### src/rtl/spi_sram_frame_ctrl.sv
// SPI-slave frame controller: decodes opcode/address/data bursts from sdi and
// drives single-cycle SRAM strobes, serialising read data back on sdo.
module spi_sram_frame_ctrl #(
  parameter int ADDR_W = 8,
  parameter int DATA_W = 8,
  parameter logic [7:0] OP_WRITE = 8'h02,
  parameter logic [7:0] OP_READ  = 8'h03
) (
  input  logic              sck,
  input  logic              rst,
  input  logic              cs_n,
  input  logic              sdi,
  output logic              sdo,
  output logic              sdo_oe,
  output logic [ADDR_W-1:0] sram_addr,
  output logic [DATA_W-1:0] sram_wdata,
  output logic              sram_we,
  output logic              sram_re,
  input  logic [DATA_W-1:0] sram_rdata,
  output logic              bad_op
);

  localparam int MAX_W = (ADDR_W > DATA_W) ? ((ADDR_W > 8) ? ADDR_W : 8)
                                           : ((DATA_W > 8) ? DATA_W : 8);
  localparam int CNT_W = $clog2(MAX_W);

  typedef enum logic [2:0] {CMD, ADDR, WRITE, READ, HOLD} state_t;

  state_t            state;
  logic              mode_rd;
  logic [CNT_W-1:0]  bit_cnt;
  logic [7:0]        op_sr;
  logic [ADDR_W-1:0] addr_sr;
  logic [DATA_W-1:0] wsr;
  logic [DATA_W-1:0] rd_sr;
  logic [7:0]        op_word;

  // Opcode is complete on the edge that samples its last bit.
  assign op_word = {op_sr[6:0], sdi};

  always_ff @(posedge sck or posedge rst) begin
    if (rst) begin
      state      <= CMD;
      mode_rd    <= 1'b0;
      bit_cnt    <= '0;
      op_sr      <= '0;
      addr_sr    <= '0;
      wsr        <= '0;
      rd_sr      <= '0;
      sdo        <= 1'b0;
      sdo_oe     <= 1'b0;
      sram_addr  <= '0;
      sram_wdata <= '0;
      sram_we    <= 1'b0;
      sram_re    <= 1'b0;
      bad_op     <= 1'b0;
    end else if (cs_n) begin
      state   <= CMD;
      bit_cnt <= '0;
      sram_we <= 1'b0;
      sram_re <= 1'b0;
      sdo_oe  <= 1'b0;
      sdo     <= 1'b0;
      bad_op  <= 1'b0;
    end else begin
      sram_we <= 1'b0;
      sram_re <= 1'b0;
      bad_op  <= 1'b0;
      case (state)
        CMD: begin
          op_sr <= op_word;
          if (bit_cnt == CNT_W'(7)) begin
            bit_cnt <= '0;
            if (op_word == OP_WRITE) begin
              state   <= ADDR;
              mode_rd <= 1'b0;
            end else if (op_word == OP_READ) begin
              state   <= ADDR;
              mode_rd <= 1'b1;
            end else begin
              state  <= HOLD;
              bad_op <= 1'b1;
            end
          end else begin
            bit_cnt <= bit_cnt + 1'b1;
          end
        end
        ADDR: begin
          addr_sr <= {addr_sr[ADDR_W-2:0], sdi};
          if (bit_cnt == CNT_W'(ADDR_W - 1)) begin
            bit_cnt   <= '0;
            sram_addr <= {addr_sr[ADDR_W-2:0], sdi};
            if (mode_rd) begin
              state   <= READ;
              sram_re <= 1'b1;
              sdo_oe  <= 1'b1;
            end else begin
              state <= WRITE;
            end
          end else begin
            bit_cnt <= bit_cnt + 1'b1;
          end
        end
        WRITE: begin
          wsr <= {wsr[DATA_W-2:0], sdi};
          // Advance only after the strobe has been seen at the old address.
          if (sram_we) sram_addr <= sram_addr + 1'b1;
          if (bit_cnt == CNT_W'(DATA_W - 1)) begin
            bit_cnt    <= '0;
            sram_wdata <= {wsr[DATA_W-2:0], sdi};
            sram_we    <= 1'b1;
          end else begin
            bit_cnt <= bit_cnt + 1'b1;
          end
        end
        READ: begin
          if (bit_cnt == '0) begin
            rd_sr <= sram_rdata;
            sdo   <= sram_rdata[DATA_W-1];
          end else begin
            rd_sr <= {rd_sr[DATA_W-2:0], 1'b0};
            sdo   <= rd_sr[DATA_W-2];
          end
          // Prefetch the next word so it is ready at the following word edge 0.
          if (bit_cnt == CNT_W'(DATA_W - 1)) begin
            bit_cnt   <= '0;
            sram_addr <= sram_addr + 1'b1;
            sram_re   <= 1'b1;
          end else begin
            bit_cnt <= bit_cnt + 1'b1;
          end
        end
        default: ;
      endcase
    end
  end

endmodule

### config.mk
export PLATFORM = sky130hd
export DESIGN_NAME = spi_sram_frame_ctrl
export DESIGN_NICKNAME = d
export VERILOG_FILES = /design/src/rtl/spi_sram_frame_ctrl.sv
export SDC_FILE = /design/constraint.sdc
export NUM_CORES = 1
export LEC_CHECK = 0
export CAP_MARGIN = 20
export CELL_PAD_IN_SITES_DETAIL_PLACEMENT = 0
export CELL_PAD_IN_SITES_GLOBAL_PLACEMENT = 1
export CORE_MARGIN = 5
export CORE_UTILIZATION = 49
export CTS_BUF_LIST = sky130_fd_sc_hd__clkbuf_8
export CTS_CLUSTER_DIAMETER = 60
export DETAILED_ROUTE_END_ITERATION = 12
export PLACE_DENSITY = 0.9
export SLEW_MARGIN = 20
export SYNTH_ARGS = -nofsm -noshare
export SYNTH_HDL_FRONTEND = slang
export SYNTH_SLANG_ARGS = --single-unit
### constraint.sdc
create_clock -name sck -period 3.1 [get_ports sck]
set_clock_uncertainty 0.2 [all_clocks]
set_input_delay 0.31 -clock sck [delete_from_list [all_inputs] [get_ports sck]]
set_output_delay 0.31 -clock sck [all_outputs]
set_load 0.005 [all_outputs]
Word-level counts from Yosys, hierarchy flattened
Cells that the tools add are included.

word-level totals
  bits in registers = 56
  bits in latches = 0
  bits in writable memories = 0
  memory bits (read-only) = 0
  word-level logic and storage cells = 84
  memories kept = 0

cells by class
  $add $sub $neg = 2
  multiply operators = 0
  div/mod/pow operators = 0
  order comparisons = 0
  equal/unequal tests = 11
  shift-type cells = 0
  multiplexer cells = 36
  bitwise operators = 1
  reductions and logical operators = 20

operators by type and width
  operator                                                               number
  3-bit 2-to-1 mux                                                       8
  8-bit 2-to-1 mux                                                       3
  8-bit one-hot mux with 3 select lines                                  1
  1-bit 2-to-1 mux                                                       21
  8-bit by 2-bit equality test with 1-bit output, second input constant  2
  2-bit nonzero test                                                     6
  3-bit AND reduction                                                    3
  8-bit by 1-bit adder with 8-bit output, second input constant          1
  2-bit AND reduction                                                    4
  7-bit 2-to-1 mux                                                       1
  3-bit by 2-bit equality test with 1-bit output, second input constant  2
  3-bit zero test                                                        2
  2-bit != test, second input constant                                   3
  3-bit != test, second input constant                                   2
  3-bit one-hot mux with 2 select lines                                  1
  3-bit nonzero test                                                     2
  5-bit AND reduction                                                    1
  4-bit AND reduction                                                    1
  4-bit OR reduction                                                     1
  3-bit by 1-bit adder with 3-bit output, second input constant          1
  3-bit by 1-bit equality test with 1-bit output, second input constant  1
  3-bit equality test, second input constant                             1
  1-bit one-hot mux with 2 select lines                                  1
  1-bit NOT                                                              1

Longest topological paths before layout
Gate-level depths: netlist of run 1.

  depth in word-level cells = 6
  depth in mapped cells = 7

Worst setup path before layout of run 1
No wires, ideal clock.

  path kind = register -> register
  from = register state[2]
  to = register sram_wdata[0]
  library setup time = 125 ps
  arrival time = 1641 ps
  slack = 1134 ps
  stages on the path, launching flop included = 7
  path buffers = 2
  path through = dfrtp_1 > buf_6 > or2_1 > buf_6 > nor3b_4 > nand2_4 > mux2_2

between the ends
  cells in the longest elaborated chain, start to end = 2

RTL lines
  what                                            line  RTL
  start: declaration                              29    state_t state;
  start signal: assignment                        43    state <= CMD;
  start signal: assignment                        58    state <= CMD;
  start signal: assignment                        75    state <= ADDR;
  3-bit by 2-bit equality test with 1-bit output  69    case (state)
  3-bit AND reduction (no line)                   -
  end signal: assignment                          110   sram_wdata <= {wsr[DATA_W-2:0], sdi};
  end: declaration                                16    output logic [DATA_W-1:0] sram_wdata,

Every way passes these cells.
A chain may end at the register's enable or synchronous reset.

Worst setup path after layout of run 1
  from = register state[2]
  to = register sram_wdata[2]

Same word-level chain as after synthesis.

==> metrics.md, run 1 <==
| Metric | Value |
|---|---|
| Hold Vio Cnt, Final | `0` |
| Max Root-Sink Buffers | `2` |
| Synth Area in Adders | `0.0250` |
| Post-CTS setup buffer count | `0` |
| PostCTS Resize Cnt | `0` |
| Final hold slack | `300 ps` |
| Multiplexer share of the synthesized area | `0.175` |
| Die Ht | `between 80 and 90 um` |
| # hold bufs at CTS | `0` |
| Area grow syn2layout | `19.8%` |
| Synth Instances | `approximately 210` |
| Inst Count DP | `just over 300` |
| Initial Util | `0.497` |
| Synthesized area per cell | `11.9 um2` |
| CP top delay family | `simple AND/OR/NAND/NOR gates` |
| Vias in the first global route | `1,529` |
| Yosys cell types | `36` |
| Initial antenna violation count | `0` |
| RSZ-0062 raised after global routing | `no` |
| Peak supply drop | `276 uV` |
| Max Transition Viols Final | `0` |
| Async SR Flop Fraction | `1.00` |
| Fin util | `0.596` |
| RePlAce Congestion | `0.759` |
| FF/Latch Area | `around 0.0014 mm2` |
| Die area | `0.00664 mm2` |
| Via-to-Cell Ratio | `5.20` |
| Ys flop type | `dfrtp_1` |
| I/O pin count | `33` |
| Fin crit period | `about 2200 ps` |
| Simple-gate share of the synthesized area | `0.116` |
| Worst EP required | `~3100 ps` |
| First-pass GRT wire length | `7420 um` |
| Root Driver | `clkbuf_8` |
| Post-synth EDFFs | `0` |
| Crit path capture type | `flip-flop` |
| Arr. time, crit path | `2180 ps` |
| Xor/xnor share of the synthesized area | `0` |
| P_leak | `about 1.4 nW` |
| Slowest stage delay, CP | `between 500 and 600 ps` |
| CTS Sinks | `56` |
| R2R cell count | `4` |
| Vias | `between 1,500 and 2,000` |
| Max Clock Freq | `about 0.46 GHz` |
| Setup crit start kind | `flip-flop` |
| Post-route insts no fill | `316` |
| Fill count | `448` |
| Largest family of logic cells by synthesized area | `multiplexers` |
| Synth Net Count | `228` |
| Max Cap Viol | `0` |
| CP cell instances | `or2_1 -> nor3b_4 -> nand2_4 -> mux2_2` |
| CTS Buf Count | `5` |
| Crit path depth | `4` |
| Worst skew pair latency | `between 300 and 400 ps` |
| Die Width | `approximately 80 um` |
| Final setup vio count | `0` |
| Slew @ Worst Pin | `slightly above 800 ps` |
| H-Tree Depth | `2` |
| Drc violations | `0` |
| GRT overflow | `0` |
| First drt pass iteration count | `4` |
| Slew HR | `0.447` |
| CTS tree | `built` |
| GRT Total Usage | `0.144` |
| Number of synthesized register bits | `56` |
| Status | `finished clean` |
| Bufs and invs on worst path | `0` |
| Final WL | `~4300 um` |
| Mapped cell area | `roughly 0.0025 mm2` |
| TNS Setup | `0 ps` |
| Sequential fraction of the synthesis area | `0.559` |
| Post-synthesis compound-gate area fraction | `0.0919` |
| Final period util | `0.702` |
| Crit Path Class | `reg -> reg` |
| Core Region | `around 0.0050 mm2` |
| HPWL after detailed placement | `roughly 3000 um` |
| Largest net degree at the start of global routing | `57` |
| ANT nets after route | `0` |
| Crit path max fanout | `10` |
| # rows | `26` |
| Final net count | `approximately 260` |
| Number of port buffers | `32` |
| Yosys warning count | `0` |
| PwrDens | `between 400 and 500 mW/mm2` |
| Hold Crit Class | `in -> async` |
| First DRT Iteration DRCs | `77` |
| # diodes | `0` |
| DR WL/cell | `approximately 14 um` |
| Fraction of layout instances using a drive strength above 1 | `0.203` |
| Area of the multi-input gates | `just over 0.001 mm2` |
| Clock transition at path regs | `around 90 ps` |
| Crit path max-delay cell type | `nor3b_4` |
==> cell usage in the layout, fill, tap and decap left out, drive strengths merged, types with 2 or more instances in the layout <==
master / count
nor3b: 3
a21oi: 20
and3: 3
dfrtp: 56
clkdlybuf4s50: 32
nand2: 10
nor2: 18
clkbuf: 5
buf: 5
nor2b: 2
nand2b: 2
a31oi: 3
a311oi: 2
nand3: 9
nor3: 2
mux2: 30
inv: 8
o21ai: 6
mux2i: 10
o22ai: 3
ha: 5
==> routing by layer <==
layer  track usage  up-vias  share of wire
met2         0.222       23           0.48
li1              -      814              -
met1         0.199      799           0.46
met4        0.0507        0          0.017
met3        0.0351        7          0.035
met5             0        -              0
==> final timing paths <==
kind,startpoint,to,slack [ps]
setup reg to reg,state[2]$_DFFE_PP0P_,sram_wdata[2]$_DFFE_PP0P_,920
max in group asynchronous,rst,rd_sr[1]$_DFFE_PP0P_,1950
hold reg to reg,sram_wdata[3]$_DFFE_PP0P_,sram_wdata[3]$_DFFE_PP0P_,310
setup / recovery,state[2]$_DFFE_PP0P_,sram_wdata[2]$_DFFE_PP0P_,920
min in group sck,sram_wdata[3]$_DFFE_PP0P_,sram_wdata[3]$_DFFE_PP0P_,310
hold / removal,rst,sram_addr[1]$_DFFE_PP0P_,300
==> final cells by class <==
class	instances	area share
Sequential cell	56	0.467
Multi-Input combinational cell	138	0.340
Timing Repair Buffer	37	0.119
Tap cell	70	0.0292
Clock buffer	5	0.0229
Clock inverter	3	0.0129
Inverter	7	0.00875
==> worst min-delay path: stages <==
cell and delay [ps]:
clkdlybuf4s50_1 410, inv_2 50, buf_4 530
==> synth_stat cells (2+ instances only) <==
cell / count / area (um2)
a21oi_1: 20 / 100
mux2_2: 30 / 338
mux2i_1: 10 / 100
dfrtp_1: 56 / 1400
buf_2: 3 / 15.0
a31oi_1: 3 / 18.8
nand2b_1: 2 / 12.5
clkbuf_1: 4 / 15.0
nor2b_1: 2 / 12.5
nand3_1: 9 / 45.0
and3_1: 3 / 18.8
o21ai_0: 6 / 30.0
ha_1: 5 / 62.6
a311oi_1: 2 / 17.5
nor2_1: 18 / 67.6
buf_6: 2 / 22.5
o22ai_1: 3 / 18.8
nand2_1: 9 / 33.8
inv_1: 7 / 26.3
==> stage by stage <==
step | worst slack (ps) | cell area (um2) | total power [mW]
final | 923 | 3000 | 1.43
after CTS | 916 | 3000 | 1.45
after floorplan | 1130 | 2510 | 0.921
after detailed placement | 728 | 2900 | 0.985
after global routing | 768 | 3000 | 1.50
after global placement | 794 | 2900 | 0.980
==> power by group <==
group          total [mW]  switching, mW  internal [mW]
sequential          0.816         0.0376          0.778
clock               0.461          0.224          0.237
combinational       0.150         0.0633         0.0865
==> cell families after synthesis <==
family                   Yosys count
flip-flops                        56
AND/OR/NAND/NOR                   54
multiplexers                      40
AO/OA/AOI/OAI                     39
buffers and inverters             17
adder cells (fa/ha/maj)            5
==> flip-flops by register name, summed over array words and instances, names as in the netlist <==
register / cells
addr_sr: 7
bad_op: 1
bit_cnt: 3
mode_rd: 1
op_sr: 7
rd_sr: 7
sdo: 1
sdo_oe: 1
sram_addr: 8
sram_re: 1
sram_wdata: 8
sram_we: 1
state: 3
wsr: 7
Note: power is estimated with default switching activity, not from simulation.
==> run 2: changes to the inputs <==
CORE_UTILIZATION = 41   (was 49)
PLACE_DENSITY = 0.81   (was 0.9)
clock period = 1.8 ns   (was 3.1 ns; I/O delays follow)
==> metrics.md, run 2 (same netlist as run 1, synthesis figures left out) <==
| Metric | Value |
|---|---|
| Final setup vio count | `0` |
| Fin crit period | `1790 ps` |
| Most frequent cells in the layout | `54 x dfrtp_1, 32 x clkdlybuf4s50_1, 22 x mux2_2` |
| R2R cell count | `6` |
| RePlAce Congestion | `roughly 0.75` |
| Max Cap Viol | `0` |
| # hold bufs at CTS | `0` |
| First DRT Iteration DRCs | `71` |
| Fill count | `just over 500` |
| HPWL after detailed placement | `approximately 3400 um` |
| Max Root-Sink Buffers | `2` |
| Worst skew pair latency | `a little over 300 ps` |
| Worst EP required | `around 1800 ps` |
| Area of the multi-input gates | `0.00115 mm2` |
| GRT overflow | `0` |
| I/O pin count | `33` |
| First-pass GRT wire length | `approximately 8600 um` |
| CTS Sinks | `56` |
| Crit path max fanout | `8` |
| Placement Cell Area | `between 0.003 and 0.004 mm2` |
| Peak supply drop | `roughly 330 uV` |
| RSZ-0062 raised after global routing | `yes` |
| Crit Reg-Reg Endpoint | `sram_wdata[7]$_DFFE_PP0P_` |
| Die area | `slightly below 0.008 mm2` |
| Hold Crit Class | `in -> async` |
| Initial Util | `0.423` |
| Root Driver | `clkbuf_8` |
| Final instance area | `0.00330 mm2` |
| Arr. time, crit path | `approximately 1800 ps` |
| PwrDens | `about 730 mW/mm2` |
| Clock transition at path regs | `about 100 ps` |
| Status | `finished clean` |
| CTS tree | `built` |
| Drc violations | `0` |
| Core Region | `slightly below 0.006 mm2` |
| ANT nets after route | `0` |
| Final net count | `roughly 280` |
| Initial antenna violation count | `0` |
| Vias in the first global route | `~1,800` |
| Final WL | `approximately 4800 um` |
| CTS Buf Count | `5` |
| Final hold slack | `about 40 ps` |
| # rows | `28` |
| FF/Latch Area | `~0.0014 mm2` |
| Via-to-Cell Ratio | `between 5 and 6` |
| Max Clock Freq | `about 0.56 GHz` |
| Critical Path Sink | `sram_wdata[7]$_DFFE_PP0P_` |
| DR WL/cell | `roughly 14 um` |
| Area grow syn2layout | `31.8%` |
| Crit. Startpoint | `bit_cnt[0]$_DFFE_PP0P_` |
| Largest net degree at the start of global routing | `57` |
| Die Ht | `slightly below 90 um` |
| Crit path capture type | `flip-flop` |
| Slew @ Worst Pin | `about 300 ps` |
| R2R setup slack | `between 6 and 7 ps` |
| GRT Total Usage | `0.138` |
| Die Width | `between 80 and 90 um` |
| Crit Path Class | `reg -> reg` |
| Commonest non-fill, non-tap cell in the layout | `dfrtp_1` |
| Final period util | `0.996` |
| Vias | `around 1,700` |
| Hold Vio Cnt, Final | `0` |
| First drt pass iteration count | `4` |
| Setup crit start kind | `flip-flop` |
| H-Tree Depth | `2` |
| R2R Path Start | `bit_cnt[0]$_DFFE_PP0P_` |
| # diodes | `0` |
| Slew HR | `0.802` |
| Largest regs | `sram_addr x8, sram_wdata x8` |
| Fraction of layout instances using a drive strength above 1 | `0.300` |
| Number of port buffers | `32` |
| Max Transition Viols Final | `0` |
| P_leak | `~1.5 nW` |
run 2: cell count changes in the layout (fill, tap and decap cells not counted), moves of 2 or more:
| cell | before | now |
|---|---|---|
| mux2_4 | 0 | 8 |
| dfrtp_1 | 56 | 54 |
| ha_4 | 0 | 3 |
| mux2i_1 | 10 | 8 |
| ha_1 | 5 | 2 |
| dfrtp_2 | 0 | 2 |
| mux2_2 | 30 | 22 |
| buf_12 | 0 | 4 |
| buf_4 | 5 | 17 |
run 2: what timing repair did:
action | in CTS | in global routing
buffers inserted | 3 | 1
gates resized for setup | 6 | 9
pin swaps | 2 | 3
setup endpoints to repair | 9 | 20
run 2: area by class of cell:
cell class | count | area share
clock inverters | 3 | 0.00606
inverters | 7 | 0.00796
clock buffers | 5 | 0.0208
flip-flops and latches | 56 | 0.425
multi-input cells | 138 | 0.348
well taps | 75 | 0.0284
repair buffers | 54 | 0.163
run 2: through the flow:
step	setup slack (ps)	power, mW	utilization	cells	setup TNS (ps)
3_5_place_dp	-247	1.77	0.529	328	-6970
4_1_cts	-30.0	2.46	0.552	338	-34.1
3_3_place_gp	-227	1.75	0.529	328	-6430
5_1_grt	-87.0	2.55	0.558	338	-542
6_report	6.37	2.43	0.558	338	0
2_1_floorplan	-153	1.63	-	211	-3510
run 2: critical path, cell delays in order, from the launching register on:
cell and delay [ps]:
dfrtp_1 420, ha_4 190, ha_4 160, buf_4 120, buf_4 150, nand2_8 90, mux2_2 340
run 2: routing by layer:
metal / GRT usage / vias up / share of wire / routed length [um]
li1: - / 846 / - / -
met1: 0.177 / 842 / 0.45 / 2160
met2: 0.238 / 17 / 0.51 / 2490
met3: 0.0207 / 8 / 0.025 / 123
met4: 0.0495 / 0 / 0.015 / 73
met5: 0 / - / 0 / 0
run 2: how the worst min path moves through the flow:
stage,start,to,slack [ps],depth (start not counted)
floorplan,sdi,sram_addr[0]$_DFFE_PP0P_,110,2
global placement,wsr[6]$_DFFE_PP0P_,sram_wdata[7]$_DFFE_PP0P_,290,1
detailed placement,sram_wdata[3]$_DFFE_PP0P_,sram_wdata[3]$_DFFE_PP0P_,290,1
CTS,rst,sram_wdata[0]$_DFFE_PP0P_,60,3
global route,rst,wsr[5]$_DFFE_PP0P_,90,3
finish,rst,op_sr[6]$_DFFE_PP0P_,40,3
run 2: where the power goes:
part	leakage, nW	internal (mW)	total, mW	switching (mW)
clock	0.0455	0.272	0.679	0.407
sequential	0.741	1.34	1.42	0.0761
combinational	0.696	0.204	0.330	0.126
